==> config.mk <==
export PLATFORM = sky130hd
export DESIGN_NAME = norm_shift
export DESIGN_NICKNAME = d
export VERILOG_FILES = /design/src/rtl/norm_shift.sv
export SDC_FILE = /design/constraint.sdc
export NUM_CORES = 1
export LEC_CHECK = 0
export BUFFER_PORTS_ARGS = -buffer_cell sky130_fd_sc_hd__buf_4
export CAP_MARGIN = 20
export CORE_ASPECT_RATIO = 0.9
export CORE_MARGIN = 3
export CORE_UTILIZATION = 30
export CTS_BUF_LIST = sky130_fd_sc_hd__clkbuf_16
export DETAILED_ROUTE_END_ITERATION = 6
export SLEW_MARGIN = 40
export SYNTH_ARGS = -nofsm -noshare
export SYNTH_HDL_FRONTEND = slang
export SYNTH_SLANG_ARGS = --single-unit
==> constraint.sdc <==
create_clock -name clk -period 3.7 [get_ports clk]
set_input_delay 0.555 -clock clk [delete_from_list [all_inputs] [get_ports clk]]
set_output_delay 0.555 -clock clk [all_outputs]
set_load 0.005 [all_outputs]
==> src/rtl/norm_shift.sv <==
// Two-stage normalize/denormalize shifter for the rounder datapath.
// Stage 1 registers the operand and sticky; stage 2 registers the shifted result.
module norm_shift #(
  parameter int WF = 64,
  parameter int WE = 13
) (
  input  logic          clk,
  input  logic          rst,
  input  logic          in_valid,
  output logic          in_ready,
  input  logic [WF-1:0] fi,
  input  logic [WE-1:0] ei,
  input  logic [WE-1:0] sh,
  input  logic [WF-1:0] v,
  input  logic [WF-1:0] w,
  output logic          out_valid,
  input  logic          out_ready,
  output logic [WF-1:0] fo,
  output logic [WE-1:0] eo,
  output logic          sticky,
  output logic          zero
);

  localparam int SW = $clog2(WF);

  logic          s1Valid_q;
  logic [WF-1:0] s1Fi_q;
  logic [WE-1:0] s1Ei_q;
  logic [WE-1:0] s1Sh_q;
  logic [WF-1:0] s1V_q;
  logic          s1Sticky_q;

  logic          s2Valid_q;
  logic [WF-1:0] s2Fo_q;
  logic [WE-1:0] s2Eo_q;
  logic          s2Sticky_q;
  logic          s2Zero_q;

  logic          s1Adv;
  logic          s2Adv;

  logic          shNeg;
  logic [WE:0]   shMag;
  logic          shSat;
  logic [SW-1:0] shAmt;
  logic [WF-1:0] shiftIn;
  logic [WF-1:0] shiftStage;
  logic [WF-1:0] shifted;

  logic [WF-1:0] s2Fo_d;
  logic [WE-1:0] s2Eo_d;
  logic          s2Zero_d;

  assign s2Adv    = !s2Valid_q || out_ready;
  assign s1Adv    = !s1Valid_q || s2Adv;
  assign in_ready = s1Adv;

  // Magnitude is one bit wider than sh so that -2^(WE-1) does not overflow.
  assign shNeg = s1Sh_q[WE-1];
  assign shMag = shNeg ? ((WE+1)'(0) - {s1Sh_q[WE-1], s1Sh_q}) : {1'b0, s1Sh_q};
  assign shSat = (shMag >= (WE+1)'(WF));
  assign shAmt = shMag[SW-1:0];

  // One left barrel shifter serves both directions by bit-reversing around it.
  always_comb begin
    shiftIn    = '0;
    shiftStage = '0;
    shifted    = '0;
    for (int i = 0; i < WF; i++) begin
      shiftIn[i] = shNeg ? s1Fi_q[WF-1-i] : s1Fi_q[i];
    end
    shiftStage = shiftIn;
    for (int k = 0; k < SW; k++) begin
      if (shAmt[k]) begin
        shiftStage = shiftStage << (1 << k);
      end
    end
    for (int i = 0; i < WF; i++) begin
      shifted[i] = shNeg ? shiftStage[WF-1-i] : shiftStage[i];
    end
    if (shSat) begin
      shifted = '0;
    end
  end

  always_comb begin
    s2Fo_d   = shifted & s1V_q;
    s2Eo_d   = s1Ei_q - s1Sh_q;
    s2Zero_d = (s2Fo_d == '0);
  end

  always_ff @(posedge clk) begin
    if (rst) begin
      s1Valid_q  <= 1'b0;
      s1Fi_q     <= '0;
      s1Ei_q     <= '0;
      s1Sh_q     <= '0;
      s1V_q      <= '0;
      s1Sticky_q <= 1'b0;
      s2Valid_q  <= 1'b0;
      s2Fo_q     <= '0;
      s2Eo_q     <= '0;
      s2Sticky_q <= 1'b0;
      s2Zero_q   <= 1'b0;
    end else begin
      if (s1Adv) begin
        s1Valid_q <= in_valid;
        if (in_valid) begin
          s1Fi_q     <= fi;
          s1Ei_q     <= ei;
          s1Sh_q     <= sh;
          s1V_q      <= v;
          s1Sticky_q <= |(fi & w);
        end
      end
      // Output registers only load real results, so they keep reset values until the first one.
      if (s2Adv) begin
        s2Valid_q <= s1Valid_q;
        if (s1Valid_q) begin
          s2Fo_q     <= s2Fo_d;
          s2Eo_q     <= s2Eo_d;
          s2Sticky_q <= s1Sticky_q;
          s2Zero_q   <= s2Zero_d;
        end
      end
    end
  end

  assign out_valid = s2Valid_q;
  assign fo        = s2Fo_q;
  assign eo        = s2Eo_q;
  assign sticky    = s2Sticky_q;
  assign zero      = s2Zero_q;

endmodule

Yosys cells after proc, flatten, opt, wreduce, memory -nomap -nowiden
Index checks and enable logic that the tools add are counted.
{"block": "word_totals", "reg_bits": 236, "latch_bits": 0, "ram_bits": 0, "mem_bits_ro": 0, "input_bits": 222, "out_inout_bits": 81, "word_cells": 160, "n_memories": 0}
{"block": "classes", "add_sub_neg": 2, "mul": 0, "n_div": 0, "n_lt_le_gt_ge": 1, "eq_ne": 0, "shifts": 0, "muxes": 136, "bitwise_logic": 2, "reduce_logical": 8}
{"operator": "$mux W64", "count": 7}
{"operator": "$and A64 B64 Y64", "count": 2}
{"operator": "$mux W1", "count": 128}
{"operator": "$logic_not A64 Y1", "count": 1}
{"operator": "$reduce_or A64 Y1", "count": 1}
{"operator": "$ge A14 B7 Y1 const B", "count": 1}
{"operator": "$mux W14", "count": 1}
{"operator": "$sub A1 B13 Y14 const A", "count": 1}
{"operator": "$sub A13 B13 Y13", "count": 1}
{"operator": "$reduce_and A2 Y1", "count": 2}
{"operator": "$logic_not A1 Y1", "count": 2}
{"operator": "$logic_or A1 B1 Y1", "count": 2}

Longest topological paths before layout
Gate-level depths: netlist (run 1).
{"block": "depth", "ltp_word": 12, "depth_mapped": 21, "mapped_depth_nobuf": 15}

Worst setup path after synthesis (run 1)
OpenSTA, ideal clock, no wires.
{"block": "synth_path", "kind": "register -> register", "startpoint": "register s1Sh_q[0]", "endpoint": "register s2Zero_q (netlist: zero)", "arrival_time_ns": 4.012, "slack_ns": -0.399, "path_stages_with_launch": 19, "synth_period_minus_slack_ns": 4.099, "path_cell_list": "dfxtp_1 -> buf_6 -> buf_4 -> buf_4 -> inv_1 -> ha_1 -> buf_2 -> clkbuf_1 -> mux2_2 -> mux4_2 -> nor2_1 -> a211oi_1 -> a2111oi_1 -> a21o_1 -> o32a_1 -> nand4_1 -> nor4_1 -> nand4_1 -> o31ai_1"}
{"block": "synth_via", "elab_chain_cells": 12}
{"item": "start, declared", "line": "29", "source": "logic [WE-1:0] s1Sh_q;"}
{"item": "start signal, assigned", "line": "111", "source": "s1Sh_q <= sh;"}
{"item": "$sub A1 B13 Y14", "line": "60", "source": "assign shMag = shNeg ? ((WE+1)'(0) - {s1Sh_q[WE-1], s1Sh_q}) : {1'b0, s1Sh_q};"}
{"item": "$mux W14 *", "line": "60"}
{"item": "$mux W64 (6 in series)", "line": "74", "source": "if (shAmt[k]) begin"}
{"item": "$mux W1", "line": "79", "source": "shifted[i] = shNeg ? shiftStage[WF-1-i] : shiftStage[i];"}
{"item": "$mux W64 *", "line": "81", "source": "if (shSat) begin"}
{"item": "$and A64 B64 Y64 *", "line": "87", "source": "s2Fo_d = shifted & s1V_q;"}
{"item": "$logic_not A64 Y1 *", "line": "89", "source": "s2Zero_d = (s2Fo_d == '0);"}
{"item": "end signal, assigned", "line": "123", "source": "s2Zero_q <= s2Zero_d;"}
{"item": "end, declared", "line": "37", "source": "logic s2Zero_q;"}
Mark *: on every way between the ends. The rest lies on a longest branch, timed or not.
A chain may end at the register's enable or synchronous reset.

Worst setup path in the final report (run 1)
Ends and elaborated chain as after synthesis.

==> impl_metrics.ini, run 1 <==
[setup_path]
crit_slowest_cell = or4_4
timing.rr.start = s1Sh_q[0]
cp.required_ns = 4.17
cp-endpoint = zero
max_stage_delay_ns = 0.43
worstSetupPathType = register to register
path_cells = inv_2 -> ha_4 -> buf_12 -> nand2_2 -> buf_12 -> buf_4 -> o22ai_2 -> a221oi_2 -> buf_4 -> mux2_2 -> mux2_4 -> a21oi_1 -> a21boi_4 -> nor2b_1 -> o211ai_2 -> nand4_1 -> or4_4 -> o31ai_1
crit_path_start = s1Sh_q[0]
rr_endpoint = zero
cp-end-kind = register
reg2regPathDepth = 18
arrival_ns = 4.30
cp_max_fo = 10
rrSetupSlack_ns = -0.13
worst_setup_path_start_kind = register

[synth]
synth-edff-count = 0
syn_nets = 2448
synth_area_um2 = 16500
synthCells = 2212
synth_top_family_by_area = compound AO/OA/AOI/OAI gates
yosysWarnings = 0
ys_types = 106
ys_async_sr_fraction_pct = 0
synth.avg_cell_area_um2 = 7.46
ys.flop_type = dfxtp_1
yosys.area.top_type_share_pct = 28.6
synthMuxAreaShare_pct = 12.9
synthTopCellsByArea = dfxtp_1, nand2_1, a21oi_1, mux2i_1, a22oi_1
ys_seq_elements = 236
synth_compound_gate_area_share_pct = 28.5
yosys.area_share.simple_pct = 22.1
synthAdderAreaFrac_pct = 1.11
seq_area_frac_synth_pct = 28.6
yosysTopAreaCell = dfxtp_1
synth_xor_xnor_area_share_pct = 0.568

[clocking]
clock_path_buffers = 3
clockRootBuffer = clkbuf_16
cts_tree = built
htree_num_levels = 1
hold_buffers = 0
clkTransAtPathRegs_ns = 0.06
cts.sinks = 236
cts_buffers = 25
worstSkewPairLatency_ns = 0.57

[finish]
register_area_um2 = 4740
layout_commonest_cell = buf_4
drive_above_1_share_pct = 36.2
multi_input_area_um2 = 11500
fin_cells = 3564
final_nets = 3085
syn_to_final_growth_pct = 47.8
post-route-util_pct = 45.4
n_fill_cell = 5375
layout_common_cells = buf_4, nand2_1, a21oi_1
stdcell_area_um2 = 24400
antenna_cells = 0

[route]
vias = 20300
routed_via_density = 5.69
drc = 0
wl_per_cell_um = 24.8
routed_wl_mm = 88.4
drt_iter0_markers = 2299
firstDrtPassIters = 5
drt.antenna.violating_nets = 0

[place]
dp_hpwl_mm = 71.6
place_area_um2 = 22400
io_buffers = 302
dp_cells = 3478
dp_slack_ns = -0.595
place_congestion = 1.05

[floorplanning]
rows = 80
die_h_um = 229
dieArea_um2 = 57900
core_area_um2 = 53800
die_w_um = 253
ios = 303
start_util_pct = 30.7

[timing]
min_period_over_period_pct = 104
fin_crit_ns = 3.83
final-max-slew-violation-count = 0
final_hold_viol_count = 0
tightest_slew_ns = 0.868
rsz0062_at_grt = yes
fin_tns_setup_ns = -0.130
clock_skew_ns = 0.0171
finalSetupViolCount = 1
fmax_ghz = 0.261
setup_ws_ns = -0.130
hold-worst-slack_ns = 0.235
slew_headroom_pct = 42.0

[outcome]
outcome = finished with violations
violations = setup timing

[worst_hold_path]
hold_path.class = primary input to register
whs_path_depth = 3

[pwr]
p_leak_nw = 10.1
power_mw = 9.28
power_density_nw_per_um2 = 380
ir_drop_mv = 0.303

[global_routing]
grt_pass1_wl_mm = 130
grt_pass1_vias = 19900
overflow = 0
globalRouteTotalUtil_pct = 29.4
antenna_found_initial = 2
grt_max_degree = 80

[job]
max_cap_viol_count = 0
report_power, final:
part	leakage [nW]	switching (mW)	internal, mW	total [mW]
clock	0.406	1.10	1.44	2.54
sequential	1.94	0.147	2.66	2.81
combinational	7.78	2.18	1.76	3.93
total	10.1	3.42	5.86	9.28
flip-flops by register name (all words and copies together), names as in the netlist:
| name | cells |
|---|---|
| fo | 64 |
| s1Fi_q | 64 |
| s1V_q | 64 |
| eo | 13 |
| s1Ei_q | 13 |
| s1Sh_q | 13 |
| out_valid | 1 |
| s1Sticky_q | 1 |
| s1Valid_q | 1 |
| sticky | 1 |
| zero | 1 |
cell families after synthesis:
logic type / Yosys count
AND/OR/NAND/NOR: 845
multiplexers: 192
flip-flops: 236
AO/OA/AOI/OAI: 707
XOR/XNOR: 9
buffers and inverters: 209
adder cells (fa/ha/maj): 14
layer usage:
metal | routed length [um] | global-route usage, % | vias up
met4 | 1650 | 4.90 | 2
met2 | 37800 | 44.1 | 834
li1 | - | - | 9368
met1 | 41500 | 44.1 | 9987
met5 | 13 | 0 | -
met3 | 7500 | 5.50 | 96
synth_stat cells (26+ instances only):
cell / count
nor2_1: 158
o21ai_0: 59
a211oi_1: 26
mux2_2: 39
nand2_1: 481
a221oi_1: 29
o22ai_1: 50
clkbuf_1: 91
dfxtp_1: 236
a22oi_1: 80
a22o_1: 27
nand3_1: 56
buf_2: 44
a21oi_1: 273
nor3_1: 36
mux2i_1: 130
layout make-up:
cell class / instances / area share [%]
flip-flops and latches: 236 / 19.4
repair buffers: 791 / 26.2
clock inverters: 20 / 0.743
inverters: 27 / 0.415
well taps: 697 / 3.57
multi-input cells: 1768 / 47.1
clock buffers: 25 / 2.56
worst min path at each step:
stage / from / to
6_report: v[6] / s1V_q[6]
3_5_place_dp: fo[31] / fo[31]
3_3_place_gp: s1V_q[48] / s1V_q[48]
5_1_grt: v[62] / s1V_q[62]
2_1_floorplan: s1V_q[12] / s1V_q[12]
4_1_cts: v[6] / s1V_q[6]
critical path: cells and delay by family, from the launching register on:
| kind | cells | cell delay [ns] |
|---|---|---|
| DFF | 1 | 0.36 |
| and+or+nand+nor | 4 | 0.70 |
| muxes | 2 | 0.60 |
| buffers and inverters | 5 | 0.65 |
| adders and majority gates | 1 | 0.31 |
| AOI/OAI and AO/OA | 6 | 1.08 |
timing repair:
item                                    4_1_cts  5_1_grt
gates cloned                                  5        0
endpoints found under the setup margin       17       25
pin swaps                                    31       17
hold endpoints to repair                      0        0
setup buffers                                31        5
gates resized for setup                     113       51
Power figures use the tool's default switching activity.
==> run 2, diff against run 1 <==
- HOLD_SLACK_MARGIN: not set -> 0.03
- SKIP_LAST_GASP: not set -> 1
==> run 2 against run 1 <==
The flow still finishes with violations (setup timing). Critical endpoint unchanged. Hold slack got worse by 0.00079 ns. Clock power about the same. Clock skew about the same. Non-clock buffer count decreased by 1. Power about the same. Via count increased by 0.60%. Register-to-register slack improved by 0.02 ns. Wire length about the same. First-iteration DRC count decreased by 0.74%. Sequential share of layout area about the same. Sequential cell count unchanged.
==> impl_metrics.ini, run 2 (synthesized netlist as in run 1, its figures left out) <==
[timing]
rsz0062_at_grt = yes
fin_crit_ns = 3.81
tightest_slew_ns = 0.818
final_hold_viol_count = 0
finalSetupViolCount = 1
setup_ws_ns = -0.109
final-max-slew-violation-count = 0
hold-worst-slack_ns = 0.235
min_period_over_period_pct = 103
slew_headroom_pct = 45.3
fmax_ghz = 0.263
clock_skew_ns = 0.0174

[setup_path]
arrival_ns = 4.28
worstSetupPathType = register to register
timing.rr.start = s1Sh_q[0]
cp-end-kind = register
reg2regPathDepth = 18
rr_endpoint = zero
rrSetupSlack_ns = -0.11
cp.required_ns = 4.17
worst_setup_path_start_kind = register
cp_max_fo = 10

[clocking]
cts_tree = built
cts.sinks = 236
cts_buffers = 25
hold_buffers = 0
clockRootBuffer = clkbuf_16
clkTransAtPathRegs_ns = 0.06
worstSkewPairLatency_ns = 0.57
clock_path_buffers = 3
htree_num_levels = 1

[global_routing]
globalRouteTotalUtil_pct = 29.4
grt_pass1_wl_mm = 130
grt_pass1_vias = 19900
antenna_found_initial = 2
overflow = 0
grt_max_degree = 80

[pwr]
ir_drop_mv = 0.303
p_leak_nw = 10.1
power_density_nw_per_um2 = 380

[route]
wl_per_cell_um = 24.8
firstDrtPassIters = 6
drt.antenna.violating_nets = 0
drt_iter0_markers = 2282
routed_wl_mm = 88.4
routed_via_density = 5.73
vias = 20400
drc = 0

[floorplanning]
rows = 80
ios = 303
die_w_um = 253
start_util_pct = 30.7
core_area_um2 = 53800
dieArea_um2 = 57900
die_h_um = 229

[place]
io_buffers = 302
dp_slack_ns = -0.595
place_congestion = 1.05
dp_hpwl_mm = 71.6

[worst_hold_path]
min_to = s1V_q[6]
whs_path_depth = 3
hold_path.class = primary input to register
holdCritStartpoint = v[6]

[finish]
syn_to_final_growth_pct = 47.8
layout_common_cells = buf_4, nand2_1, a21oi_1
n_fill_cell = 5375
drive_above_1_share_pct = 36.2
antenna_cells = 0
final_nets = 3084
layout_commonest_cell = buf_4

[job]
max_cap_viol_count = 0

[outcome]
outcome = finished with violations
violations = setup timing
==> run 2: metrics by stage <==
stage               power [mW]  instance area (um^2)  TNS (ns)  util [%]  cells
detailed placement        6.38                 22400     -2.33      41.8   3478
finish                    9.27                 24400    -0.109      45.4   3563
global route              9.61                 24400    -0.239      45.4   3563
floorplan                 4.43                 16600         0         -   2212
global placement          6.40                 22400     -2.93      41.8   3478
CTS                       9.14                 24100   -0.0374      44.9   3559
==> run 2: worst max-delay path by stage <==
stage | startpoint | end | slack (ns) | cells after the start
after CTS | s1Sh_q[0] | zero | -0.04 | 15
final | s1Sh_q[0] | zero | -0.11 | 18
after global placement | s1Sh_q[1] | zero | -0.63 | 17
after floorplan | s1Sh_q[0] | zero | 0.002 | 20
after detailed placement | s1Sh_q[0] | zero | -0.59 | 17
after global routing | s1Sh_q[0] | zero | -0.15 | 15
==> run 2: layer usage <==
layer  vias up  share of wire, %  global-route usage [%]
met3       112               8.8                    5.50
met2       863                43                    44.1
li1       9357                 -                       -
met4         2               2.0                    4.90
met5         -             0.015                       0
met1     10100                47                    44.1
==> run 2: worst max-delay path, stage by stage, from the launching register on <==
cell	delay, ns
dfxtp_4	0.36
inv_2	0.05
ha_4	0.31
buf_12	0.14
nand2_2	0.07
buf_12	0.15
buf_4	0.15
o22ai_2	0.12
a221oi_2	0.10
buf_4	0.17
mux2_2	0.27
mux2_4	0.33
a21oi_1	0.17
a21boi_4	0.24
nor2b_1	0.08
o211ai_2	0.22
nand4_1	0.12
or4_4	0.43
o31ai_1	0.22
==> run 2: area by class of cell <==
class                           count  area [um^2]  share of cell area (%)
Inverter                           27          101                   0.415
Clock buffer                       25          626                    2.56
Clock inverter                     20          181                   0.743
Timing Repair Buffer              790         6390                    26.2
Multi-Input combinational cell   1768        11500                    47.1
Sequential cell                   236         4740                    19.4
Tap cell                          697          872                    3.57
==> run 2: report_power, final <==
| part | internal [mW] | total, mW | switching, mW |
|---|---|---|---|
| registers | 2.66 | 2.81 | 0.146 |
| clock network | 1.44 | 2.54 | 1.10 |
| logic | 1.76 | 3.93 | 2.17 |
==> run 2: repair_timing <==
action,4_1_cts,5_1_grt
buffers inserted,31,4
endpoints found under the setup margin,17,26
resized for setup,112,52
pin swaps,31,18
cloned,5,0
==> run 3, diff against run 2 <==
- ABC_AREA: not set -> 1
==> run 3 against run 2 <==
The flow finishes with violations (DRC). Hold slack gained 0.011 ns. Sequential share of layout area grew 5.3 points. Clock skew grew 0.0093 ns. Register-to-register slack gained 0.35 ns. Count of clock-buffer cells in the layout is the same. Sequential power grew 2%. Wire length shrank 28%. Fmax grew 10%. Cell count shrank 6.8%. Non-clock buffer count shrank 336. Critical endpoint unchanged. Highest routed layer is now met4.
==> impl_metrics.ini, run 3 <==
[synth]
ys_async_sr_fraction_pct = 0
synth.avg_cell_area_um2 = 6.16
ys.flop_type = dfxtp_1
yosysWarnings = 0
yosys.area.top_type_share_pct = 32.2
synthCells = 2382
seq_area_frac_synth_pct = 32.2
synth_area_um2 = 14700
yosys.cell_count.top_type = nand3_1
syn_nets = 2618
synth_common_cells = nand3_1, nand2_1, nor2_1, o21ai_0, dfxtp_1
yosysTopAreaCell = dfxtp_1
synthTopCellsByArea = dfxtp_1, nand3_1, nand2_1, o21ai_0, nor2_1
ys_seq_elements = 236
synth-edff-count = 0
ys_types = 33

[floorplanning]
dieArea_um2 = 51600
die_w_um = 239
start_util_pct = 30.5
core_area_um2 = 48100
rows = 76
ios = 303
die_h_um = 216

[clocking]
cts.sinks = 236
cts_buffers = 25
htree_num_levels = 1
cts_tree = built
clkTransAtPathRegs_ns = 0.07
clockRootBuffer = clkbuf_16
worstSkewPairLatency_ns = 0.56
clock_path_buffers = 3

[global_routing]
grt_util_met2_pct = 39.3
busiest_layer = met2
globalRouteTotalUtil_pct = 23.9
grt_pass1_vias = 17400
grt_pass1_wl_mm = 98.4
use_met3_pct = 3.42
grt_max_degree = 91
met1_usage_pct = 33.5
overflow = 0
antenna_found_initial = 0

[route]
drt_iter0_markers = 1708
drc = 3
routed_wl_mm = 63.3
routed_via_density = 5.40
firstDrtPassIters = 7
vias = 17900
wl_per_cell_um = 19.1
drt.antenna.violating_nets = 0

[finish]
drive_above_1_share_pct = 19.2
layout_common_cells = nand3_1, buf_4, nand2_1
multi_input_area_um2 = 9030
n_fill_cell = 5129
post-route-util_pct = 39.9
layout_commonest_cell = nand3_1
final_nets = 2916
register_area_um2 = 4730
stdcell_area_um2 = 19200
antenna_cells = 0
syn_to_final_growth_pct = 30.7

[pwr]
comb_power_share_pct = 35.0
switchingPower_mw = 3.12
internal_power_mw = 5.25
seq_power_share_pct = 34.2
power_density_nw_per_um2 = 437
switching_share_pct = 37.2
clockPowerShare_pct = 30.9
p_leak_nw = 8.60
ir_drop_mv = 0.328
power_mw = 8.37

[setup_path]
cp-end-kind = register
max_stage_delay_ns = 0.38
worst_setup_path_start_kind = register
worstSetupPathType = register to register
crit_slowest_cell = dfxtp_1
cp_max_fo = 22
arrival_ns = 3.95
cp.required_ns = 4.19
path_cells = inv_1 -> ha_1 -> nand3_1 -> nand2_1 -> xor2_4 -> inv_4 -> buf_4 -> nand3_1 -> nand3_1 -> nand3_1 -> nand2_1 -> nand4_1 -> nor2_2 -> nand2_1 -> nor2_2 -> nand2_1 -> a21oi_1

[timing]
tightest_slew_ns = 0.765
rsz0062_at_grt = no
min_period_over_period_pct = 93.4
clock_skew_ns = 0.0267
finalSetupViolCount = 0
fin_crit_ns = 3.45
final-max-slew-violation-count = 0
final_hold_viol_count = 0
slew_headroom_pct = 49.0
fin_tns_setup_ns = 0
fmax_ghz = 0.289

[outcome]
outcome = finished with violations
violations = DRC

[place]
place_area_um2 = 18300
dp_hpwl_mm = 49.8
place_congestion = 0.991
io_buffers = 302

[worst_hold_path]
hold_path.class = primary input to register

[job]
max_cap_viol_count = 0
[run 3: cell types whose count changed in the layout (fill, tap and decap cells not counted), sizes merged, moves of 87 or more]
| cell | change |
|---|---|
| mux2i | -131 |
| a21oi | -124 |
| buf | -332 |
| nand2 | -87 |
| nand3 | +626 |
| o21ai | +182 |
| nor2 | +166 |
[run 3: per-layer routing]
metal  vias to the layer above  routed length, um
li1                       8828                  -
met1                      8447              29100
met2                       588              29300
met3                        72               3720
met4                         0               1170
met5                         -                  0
[run 3: path summary, 6_finish.rpt]
kind / startpoint / end / slack [ns] / cells after the start
worst min-delay path: ei[2] / s1Ei_q[2] / 0.25 / 3
worst min register to register: s1V_q[1] / s1V_q[1] / 0.46 / 2
worst max-delay path: s1Sh_q[1] / zero / 0.25 / 17
worst max register to register: s1Sh_q[1] / zero / 0.25 / 17
[run 3: repair_timing]
| action | 4_1_cts | 5_1_grt |
|---|---|---|
| setup endpoints to repair | 0 | 1 |
| hold buffers | 0 | 0 |
| gates resized for setup | 0 | 7 |
| setup buffers | 0 | 3 |
[run 3: kinds of logic (layout without fill, tap and decap cells)]
logic type                 count (synthesis)  after routing  synth area share (%)
AOI/OAI and AO/OA                        434            434                  15.5
xor gates and xnor gates                  12             12                 0.768
adders and majority gates                 14             14                  1.25
buffers and inverters                    233            548                  6.51
DFF                                      236            236                  32.2
and+or+nand+nor                         1453           1453                  43.8
[run 3: power by group through the flow]
stage / sequential [mW] / clock, mW / combinational, mW
5_1_grt: 2.88 / 2.75 / 3.23
3_3_place_gp: 2.91 / 0 / 2.86
6_report: 2.86 / 2.58 / 2.93
4_1_cts: 2.86 / 2.65 / 2.88
3_5_place_dp: 2.92 / 0 / 2.87
2_1_floorplan: 2.87 / 0 / 1.68
[run 3: cell type report]
| class | count | area share, % |
|---|---|---|
| clock inverter | 19 | 1.08 |
| inverter | 50 | 1.06 |
| timing repair buffer | 454 | 18.8 |
| tap | 624 | 4.07 |
| sequential | 236 | 24.7 |
| clock buffer | 25 | 3.26 |
| multi-input combinational | 1913 | 47.1 |
[run 3: worst max-delay path, delay by kind of cell, from the launching register on]
kind / cells / cell delay (ns)
xor gates and xnor gates: 1 / 0.21
DFF: 1 / 0.38
and+or+nand+nor: 11 / 1.75
AOI/OAI and AO/OA: 1 / 0.13
buffers and inverters: 3 / 0.65
adders and majority gates: 1 / 0.26
[run 3: stage by stage]
stage | std cells | setup slack, ns | hold WS [ns]
finish | 3321 | 0.246 | 0.246
floorplan | 2382 | 0.790 | 0.424
global route | 3321 | 0.0436 | 0.247
CTS | 3318 | 0.150 | 0.228
global placement | 3274 | 0.162 | 0.445
detailed placement | 3274 | 0.155 | 0.453
